--- config.mk ---
export PLATFORM = sky130hd
export DESIGN_NAME = control_unit_iter
export DESIGN_NICKNAME = d
export VERILOG_FILES = /design/src/rtl/cu_pkg.sv /design/src/rtl/iter_counter.sv /design/src/rtl/control_unit_iter.sv
export SDC_FILE = /design/constraint.sdc
export NUM_CORES = 1
export LEC_CHECK = 0
export BUFFER_PORTS_ARGS = -buffer_cell sky130_fd_sc_hd__buf_2
export CORE_AREA = 5 5 42 44
export CTS_CLUSTER_DIAMETER = 40
export DETAILED_ROUTE_END_ITERATION = 8
export DIE_AREA = 0 0 47 49
export MAX_ROUTING_LAYER = met4
export PLACE_DENSITY = 0.6
export SYNTH_ARGS = -nofsm -noshare
export SYNTH_HDL_FRONTEND = slang
export SYNTH_SLANG_ARGS = --single-unit
--- constraint.sdc ---
create_clock -name clk -period 2.2 [get_ports clk]
set_input_delay 0.44 -clock clk [delete_from_list [all_inputs] [get_ports clk]]
set_output_delay 0.44 -clock clk [all_outputs]
set_load 0.01 [all_outputs]
--- src/rtl/cu_pkg.sv ---
// Shared definitions for the iterative control unit: state encoding, mode
// constants and the iteration-counter width helper.
package cu_pkg;

    localparam logic [2:0] ST_IDLE  = 3'd0;
    localparam logic [2:0] ST_LOAD  = 3'd1;
    localparam logic [2:0] ST_TEST  = 3'd2;
    localparam logic [2:0] ST_OPA   = 3'd3;
    localparam logic [2:0] ST_OPB   = 3'd4;
    localparam logic [2:0] ST_SHIFT = 3'd5;
    localparam logic [2:0] ST_FIX   = 3'd6;
    localparam logic [2:0] ST_DONE  = 3'd7;

    typedef enum logic [2:0] {
        IDLE  = ST_IDLE,
        LOAD  = ST_LOAD,
        TEST  = ST_TEST,
        OPA   = ST_OPA,
        OPB   = ST_OPB,
        SHIFT = ST_SHIFT,
        FIX   = ST_FIX,
        DONE  = ST_DONE
    } state_e;

    localparam logic OP_FULL = 1'b0;
    localparam logic OP_SKIP = 1'b1;

    // Counter width for n iterations; never narrower than one bit.
    function automatic int cw_of(input int n);
        return (n > 2) ? $clog2(n) : 1;
    endfunction

endpackage

--- src/rtl/iter_counter.sv ---
// Iteration counter: synchronous clear, saturating increment that stops at LAST,
// and a flag marking the final iteration.
module iter_counter #(
    parameter int           W    = 3,
    parameter logic [W-1:0] LAST = '1
) (
    input  logic         clk,
    input  logic         rst_b,
    input  logic         clr,
    input  logic         inc,
    output logic [W-1:0] q,
    output logic         last
);

    logic [W-1:0] q_q;
    logic [W-1:0] q_d;

    assign last = (q_q == LAST);
    assign q    = q_q;

    always_comb begin
        q_d = q_q;
        if (clr) begin
            q_d = '0;
        end else if (inc && !last) begin
            q_d = q_q + 1'b1;
        end
    end

    always_ff @(posedge clk or negedge rst_b) begin
        if (!rst_b) begin
            q_q <= '0;
        end else begin
            q_q <= q_d;
        end
    end

endmodule

--- src/rtl/control_unit_iter.sv ---
// Iterative datapath sequencer: LOAD, then ITER rounds of TEST/OP/SHIFT,
// then FIX and a one-cycle DONE pulse.
module control_unit_iter
    import cu_pkg::*;
#(
    parameter  int ITER = 8,
    localparam int CW   = cw_of(ITER)
) (
    input  logic          clk,
    input  logic          rst_b,
    input  logic          bgn,
    input  logic          op,
    input  logic          s,
    output logic          c0,
    output logic          c1,
    output logic          c2,
    output logic          c3,
    output logic          c4,
    output logic          c5,
    output logic          c6,
    output logic          stop,
    output logic          busy,
    output logic [CW-1:0] cnt
);

    localparam logic [CW-1:0] LAST_IDX = CW'(ITER - 1);

    state_e state_q;
    state_e state_d;
    logic   op_q;
    logic   cnt_last;

    iter_counter #(
        .W    (CW),
        .LAST (LAST_IDX)
    ) u_iter_counter (
        .clk   (clk),
        .rst_b (rst_b),
        .clr   (state_q == LOAD),
        .inc   (state_q == SHIFT),
        .q     (cnt),
        .last  (cnt_last)
    );

    always_ff @(posedge clk or negedge rst_b) begin
        if (!rst_b) begin
            state_q <= IDLE;
            op_q    <= OP_FULL;
        end else begin
            state_q <= state_d;
            if (state_q == LOAD) begin
                op_q <= op;
            end
        end
    end

    always_comb begin
        state_d = state_q;
        c0      = 1'b0;
        c1      = 1'b0;
        c2      = 1'b0;
        c3      = 1'b0;
        c4      = 1'b0;
        c5      = 1'b0;
        c6      = 1'b0;
        stop    = 1'b0;
        busy    = (state_q != IDLE);

        case (state_q)
            IDLE: begin
                if (bgn) begin
                    state_d = LOAD;
                end
            end
            LOAD: begin
                c0      = 1'b1;
                state_d = TEST;
            end
            TEST: begin
                c1 = 1'b1;
                if (s) begin
                    state_d = OPA;
                end else if (op_q == OP_FULL) begin
                    state_d = OPB;
                end else begin
                    state_d = SHIFT;
                end
            end
            OPA: begin
                c2      = 1'b1;
                state_d = SHIFT;
            end
            OPB: begin
                c2      = 1'b1;
                c3      = 1'b1;
                state_d = SHIFT;
            end
            SHIFT: begin
                c4 = 1'b1;
                // Final shift also applies the op-enable when the datapath still reports s.
                if (cnt_last) begin
                    c2      = s;
                    state_d = FIX;
                end else begin
                    state_d = TEST;
                end
            end
            FIX: begin
                c5      = 1'b1;
                state_d = DONE;
            end
            DONE: begin
                c6      = 1'b1;
                stop    = 1'b1;
                state_d = IDLE;
            end
            default: begin
                state_d = IDLE;
            end
        endcase
    end

endmodule
==> After elaboration in Yosys (flattened, before gate mapping) <==
Index checks and enable logic that the tools add are counted.
{ "word_totals": {"regBits": 7, "in_bits": 5, "out_inout_bits": 12, "elab_cells": 34} }
{ "op_classes": {"addsub": 1, "eq_ne": 9, "n_mux": 15, "reduce_logical": 6} }
{ "ops": {"columns": ["cell", "count"], "rows": [
  ["3-bit case mux with 7 select lines", 1],
  ["3-bit == test (second input constant)", 5],
  ["3-bit two-way mux", 5],
  ["1-bit two-way mux", 8],
  ["3-bit by 2-bit == test with 1-bit output (second input constant)", 2],
  ["3-bit by 1-bit adder with 3-bit output (second input constant)", 1],
  ["3-bit by 1-bit == test with 1-bit output (second input constant)", 1],
  ["3-bit zero test", 1],
  ["3-bit nonzero test", 1],
  ["2-bit != test (second input constant)", 1],
  ["1-bit case mux with 2 select lines", 1],
  ["2-bit nonzero test", 1],
  ["2-bit OR reduction", 1],
  ["1-bit logical AND", 1],
  ["1-bit zero test", 1]
]} }

==> Longest topological paths before layout <==
Gate-level depths: netlist of run 1.
{ "logic_depth": {"word_depth": 5, "depth_mapped": 4} }

==> Cells and area by module <==
Synthesis of run 1 repeated with hierarchy kept, for this count alone.
{ "hier_totals": {"hier_cells": 47, "area_unflattened_um2": 434.2} }
{ "modules_own_cells": {"columns": ["mod", "instances", "cells_each", "area_per_inst_um2", "seq_area_each_um2"], "rows": [
  ["control_unit_iter", 1, 32, 250.2, 100.1],
  ["iter_counter", 1, 15, 183.9, 75.1]
]} }

==> Least setup slack after synthesis of run 1 <==
Ideal clock, no wire load.
{ "synth_path": {"kind": "flip-flop to output port", "start": "register u_iter_counter.q_q[0], in the netlist u_iter_counter.q[0]", "end": "output port c2", "arrival_time_ps": 1112, "t_required_ps": 1760, "slack_ps": 648, "path_stages_with_launch": 5, "cell_sequence": "dfrtp_1 ha_1 ha_1 a21boi_0 o22ai_1"} }
{ "synth_between": {"elab_chain_len": 3} }
{ "synth_rtl": {"columns": ["item", "line_no", "rtl"], "rows": [
  ["start: declaration", "iter_counter.sv:15", "logic [W-1:0] q_q;"],
  ["start signal: assignment", "iter_counter.sv:34", "q_q <= q_d;"],
  ["3-bit == test", "iter_counter.sv:18", "assign last = (q_q == LAST);"],
  ["1-bit two-way mux", "control_unit_iter.sv:101", "if (cnt_last) begin"],
  ["1-bit case mux with 2 select lines", "control_unit_iter.sv:69", "case (state_q)"],
  ["end: declaration", "control_unit_iter.sv:16", "output logic c2,"]
]} }
Every way passes these cells.

==> Final worst setup path of run 1 <==
Same ends and word-level chain as after synthesis.

==> impl_metrics.py, run 1 <==
metrics = {
    "sta": {
        "worst_slew_pin_slew_ns": 0.3451,
        "slew-limit-headroom": 0.7699,
        "slew_violations": 0,
        "worst_slack_ns": 0.2651,
        "fmax_mhz": 516.8,
        "rsz0062_at_grt": "false",
        "clock_skew_ns": 0.002841,
        "fin_crit_sh": 0.8795,
        "holdWs_ns": 0.003564,
        "fin_tns_setup_ns": 0,
        "hold_viol": 0,
        "finalSetupViolations": 0,
        "min_period_ns": 1.935,
    },
    "floorplan": {
        "io_pins": 17,
        "die_y_um": 49,
        "fp.dieW_um": 47,
        "core-area_um2": 1401,
        "std_cell_rows": 14,
        "die-area_um2": 2303,
        "start_util": 0.2964,
    },
    "synth": {
        "yosysWarnings": 0,
        "synth.distinct_cells": 21,
        "syn_nets": 49,
        "synth_seq_cells": 7,
        "syn_inst": 42,
        "yosysSeqAreaShare": 0.4217,
        "synth.area.top_cells": "dfrtp_1, mux2_4, ha_1",
        "synth_area_um2": 415.4,
        "synth.largest_area_cell": "dfrtp_1",
        "syn_area_per_cell_um2": 9.890,
        "yosys.area.top_type_share": 0.4217,
    },
    "drt": {
        "routedWlPerCell_um": 11.48,
        "antenna_left": 0,
        "routed_wl_um": 861,
        "dr.pass1.iters": 3,
        "vias": 355,
        "post-route-drc-count": 0,
        "viasPerCell": 4.733,
        "drtIter0Drc": 5,
    },
    "critical_path": {
        "reg2reg_to": "u_iter_counter.q[0]",
        "critPathLaunchType": "flop",
        "r2r_cells": 4,
        "required_ns": 1.76,
        "path_class": "reg2out",
        "cpPeakStageDelay_ns": 0.40,
        "arrival_ns": 1.49,
        "crit_path_end_kind": "primary output",
        "timing.rr.start": "u_iter_counter.q[0]",
        "critPathMaxFanout": 4,
        "reg2reg_setup_slack_ns": 0.76,
        "cpMostUsedCell": "ha_1",
        "crit_slowest_cell": "dfrtp_1",
        "cp_cell_sequence": "ha_1, ha_1, a21boi_0, o22ai_1, buf_2",
    },
    "power_and_ir_drop": {
        "p_per_area_nw_per_um2": 1598,
        "ir_drop_uv": 525.3,
        "p_leak_nw": 0.2818,
        "p_total_uw": 834.0,
    },
    "place": {
        "portBuffers": 16,
        "place.gp.congestion": 0.6888,
        "dp_hpwl_um": 642.9,
        "post-place-ws_ns": 0.5339,
    },
    "cells_and_area": {
        "seq_area_um2": 175.2,
        "multiInputGateArea_um2": 212.7,
        "drive_gt1_frac": 0.4237,
        "diodes": 0,
        "area_growth_pct": 25.60,
        "fillerInstances": 157,
        "fin_nets": 67,
    },
    "global_route": {
        "grt.overflow.total": 0,
        "grt_max_degree": 12,
        "grt_first_pass_wirelength_um": 1442,
        "grt_usage": 0.08806,
        "antenna_found_initial": 0,
        "grt_pass1_vias": 346,
    },
    "cts": {
        "insertion_delay_ns": 0.25,
        "htreeDepth": 1,
        "cts_buffers": 3,
        "postCtsSetupBuffers": 0,
        "path_clk_slew_ns": 0.06,
        "cts_root_buffer": "clkbuf_4",
        "cts-resized-gates": 0,
        "cts_tree": "done",
        "clk_path_buf_depth": 2,
        "cts_sinks": 7,
        "ctsHoldBuffers": 0,
    },
    "min_path": {
        "hold_path_class": "in2async",
    },
    "run": {
        "cap_violations": 0,
    },
    "outcome": {
        "status": "finished clean",
    },
}
sequential cells by signal, indices dropped and copies added, names as in the netlist:
| signal | cells |
|---|---|
| op_q | 1 |
| state_q | 3 |
| u_iter_counter.q | 3 |
how the worst max path moves through the flow:
stage,startpoint,depth (start not counted),end
global route,u_iter_counter.q[0],5,c2
finish,u_iter_counter.q[0],5,c2
detailed placement,u_iter_counter.q[0],5,c2
CTS,u_iter_counter.q[0],5,c2
floorplan,u_iter_counter.q[0],4,c2
global placement,u_iter_counter.q[0],5,c2
cells in the mapped netlist, drive strengths merged:
master / count
dfrtp: 7
nor2: 7
buf: 3
nand2: 3
nand2b: 3
a21oi: 2
a22o: 2
ha: 2
inv: 2
mux2: 2
o21ai: 2
a21boi: 1
a21o: 1
a31oi: 1
nor3: 1
o22ai: 1
o311ai: 1
or3: 1
placed cells by master, fill, tap and decap left out:
cell type,count
nand2b_4,1
nor3_2,1
inv_1,2
nand2_1,3
nand2b_1,2
mux2_4,2
or3_2,1
a21o_1,1
buf_2,16
a22o_1,2
o22ai_1,1
a31oi_1,1
o311ai_0,1
o21ai_0,2
dfrtp_1,7
ha_1,2
a21boi_0,1
clkbuf_4,3
nor2_2,1
nor2_1,6
a21oi_1,2
clkbuf_1,1
layer usage:
metal	GRT usage	routed length, um
met4	0.06912	19
met5	-	0
met2	0.1109	409
met1	0.1216	405
met3	0.01107	27
cell type report:
| type | count | area share |
|---|---|---|
| multi-input cells | 30 | 0.4077 |
| inverters | 2 | 0.01439 |
| flip-flops and latches | 7 | 0.3357 |
| clock buffers | 4 | 0.05036 |
| repair buffers | 16 | 0.1535 |
| well taps | 16 | 0.03837 |
worst max-delay path, delay by kind of cell, from the launching register on:
family / cells / cell delay [ns]
adder cells (fa/ha/maj): 2 / 0.44
flip-flops: 1 / 0.40
AO/OA/AOI/OAI: 2 / 0.26
buffers and inverters: 1 / 0.15
report_power, final:
part | internal (mW) | switching [mW]
Sequential | 0.195 | 0.0957
Combinational | 0.212 | 0.211
Clock | 0.0695 | 0.0509
metrics by stage:
stage / instances / utilization / cell area, um2
3_3_place_gp: 71 / 0.3536 / 495.5
6_report: 75 / 0.3723 / 521.8
4_1_cts: 75 / 0.3723 / 521.8
5_1_grt: 75 / 0.3723 / 521.8
2_1_floorplan: 42 / - / 415.4
3_5_place_dp: 71 / 0.3536 / 495.5
logic make-up after synthesis:
kind of cell | Yosys count | synth area share
AND/OR/NAND/NOR | 15 | 0.2018
AO/OA/AOI/OAI | 11 | 0.1778
flip-flops | 7 | 0.4217
buffers and inverters | 5 | 0.06625
multiplexers | 2 | 0.07229
adder cells (fa/ha/maj) | 2 | 0.06023
(Power assumes the default switching activity.)
==> run 2: changes to the inputs <==
Settings changed: GPL_TIMING_DRIVEN set to 0.
==> run 2 against run 1 <==
Sequential share of layout area decreased by 1.8 points. Global-route usage increased by 0.81 points. Clock skew increased by 0.0010 ns. Sequential cell count unchanged. Largest cell class unchanged.
==> impl_metrics.py, run 2 (synthesis gave the netlist of run 1 again) <==
metrics = {
    "critical_path": {
        "reg2reg_setup_slack_ns": 0.74,
        "required_ns": 1.76,
        "cpPeakStageDelay_ns": 0.40,
        "cpMostUsedCell": "ha_1",
        "cp_cell_sequence": "ha_1, ha_1, a21boi_0, o22ai_1, buf_2",
        "timing.rr.start": "u_iter_counter.q[0]",
        "crit_start": "u_iter_counter.q[0]",
        "crit_path_end_kind": "primary output",
        "critPathLaunchType": "flop",
        "path_class": "reg2out",
        "r2r_cells": 4,
        "crit_slowest_cell": "dfrtp_1",
        "reg2reg_to": "u_iter_counter.q[0]",
        "critPathMaxFanout": 4,
        "arrival_ns": 1.51,
        "crit_path_end": "c2",
    },
    "power_and_ir_drop": {
        "p_leak_nw": 0.3001,
        "p_per_area_nw_per_um2": 1573,
        "ir_drop_uv": 632.0,
    },
    "drt": {
        "routed_wl_um": 932,
        "antenna_left": 0,
        "vias": 377,
        "dr.pass1.iters": 2,
        "post-route-drc-count": 0,
        "routedWlPerCell_um": 11.80,
        "viasPerCell": 4.772,
        "drtIter0Drc": 5,
    },
    "floorplan": {
        "die_y_um": 49,
        "die-area_um2": 2303,
        "std_cell_rows": 14,
        "core-area_um2": 1401,
        "fp.dieW_um": 47,
        "io_pins": 17,
        "start_util": 0.2964,
    },
    "cts": {
        "path_clk_slew_ns": 0.05,
        "htreeDepth": 1,
        "cts_buffers": 3,
        "clk_path_buf_depth": 2,
        "cts_tree": "done",
        "insertion_delay_ns": 0.26,
        "postCtsSetupBuffers": 0,
        "cts_root_buffer": "clkbuf_4",
        "cts_sinks": 7,
    },
    "min_path": {
        "hold_path_class": "in2reg",
    },
    "sta": {
        "worst_slew_pin_slew_ns": 0.2677,
        "rsz0062_at_grt": "false",
        "fmax_mhz": 513.4,
        "hold_viol": 0,
        "slew_violations": 0,
        "finalSetupViolations": 0,
        "slew-limit-headroom": 0.8193,
        "clock_skew_ns": 0.003873,
        "fin_tns_setup_ns": 0,
        "fin_crit_sh": 0.8854,
        "min_period_ns": 1.948,
    },
    "global_route": {
        "antenna_found_initial": 0,
        "grt_pass1_vias": 362,
        "grt_first_pass_wirelength_um": 1538,
        "grt_max_degree": 11,
        "grt_usage": 0.09621,
        "grt.overflow.total": 0,
    },
    "cells_and_area": {
        "finish.instance_area_um2": 551.8,
        "drive_gt1_frac": 0.4444,
        "fin_nets": 71,
        "area_growth_pct": 32.83,
        "final_cell_mix": "buf_2, dfrtp_1, nor2_1",
        "diodes": 0,
        "fillerInstances": 148,
        "final_common_cell": "buf_2",
    },
    "place": {
        "place.gp.congestion": 0.7293,
        "portBuffers": 16,
        "place_area_um2": 515.5,
        "dp_hpwl_um": 650.8,
    },
    "run": {
        "cap_violations": 0,
    },
    "outcome": {
        "status": "finished clean",
    },
}
==> run 2: critical path, delay by kind of cell (launching register included) <==
kind	cells	cell delay, ns
fa+ha+maj	2	0.45
flops	1	0.40
compound gates	2	0.26
buf+inv	1	0.14
==> run 2: timing repair <==
| item | CTS | global route |
|---|---|---|
| resized for setup | 0 | 0 |
| hold buffers | 0 | 1 |
| endpoints found under the setup margin | 0 | 0 |
| endpoints found under the hold margin | 0 | 4 |
==> run 2: per-stage QoR <==
step	hold WS (ns)	power, mW	cells	setup WS, ns	util
after floorplan	0.1444	0.5964	42	0.6477	-
after global placement	0.2794	0.7482	74	0.5367	0.3679
after detailed placement	0.2771	0.7487	74	0.5268	0.3679
after CTS	0.002162	0.8766	78	0.2486	0.3866
after global routing	0.4225	0.9520	79	0.1719	0.3938
final	0.4214	0.8681	79	0.2521	0.3938
==> run 2: layout make-up <==
| cell class | count | area (um2) | share of cell area |
|---|---|---|---|
| flip-flops and latches | 7 | 175.2 | 0.3175 |
| multi-input cells | 30 | 212.7 | 0.3855 |
| clock buffers | 4 | 26.28 | 0.04762 |
| inverters | 2 | 7.507 | 0.01361 |
| well taps | 16 | 20.02 | 0.03628 |
| plain buffers | 3 | 20.02 | 0.03628 |
| repair buffers | 17 | 90.09 | 0.1633 |
==> run 2: how the worst min path moves through the flow <==
| stage | startpoint | to | slack, ns | depth (start not counted) |
|---|---|---|---|---|
| global route | op | op_q | 0.42 | 2 |
| floorplan | rst_b | op_q | 0.14 | 0 |
| CTS | rst_b | u_iter_counter.q[0] | 0.002 | 1 |
| global placement | rst_b | u_iter_counter.q[1] | 0.28 | 1 |
| detailed placement | rst_b | u_iter_counter.q[1] | 0.28 | 1 |
| finish | op | op_q | 0.42 | 2 |
==> run 2: where the power goes <==
part | total (mW) | leakage [nW] | internal, mW | switching (mW)
Combinational | 0.503 | 0.198 | 0.238 | 0.265
Clock | 0.119 | 0.0150 | 0.0694 | 0.0500
Sequential | 0.246 | 0.0871 | 0.196 | 0.0503
==> run 2: routing by layer <==
layer / share of wire / GRT usage / vias to the layer above / wire length [um]
li1: - / - / 187 / -
met2: 0.49 / 0.1290 / 9 / 458
met4: 0.027 / 0.05530 / 0 / 25
met3: 0.049 / 0.04428 / 5 / 46
met5: 0 / - / - / 0
met1: 0.43 / 0.1154 / 176 / 402
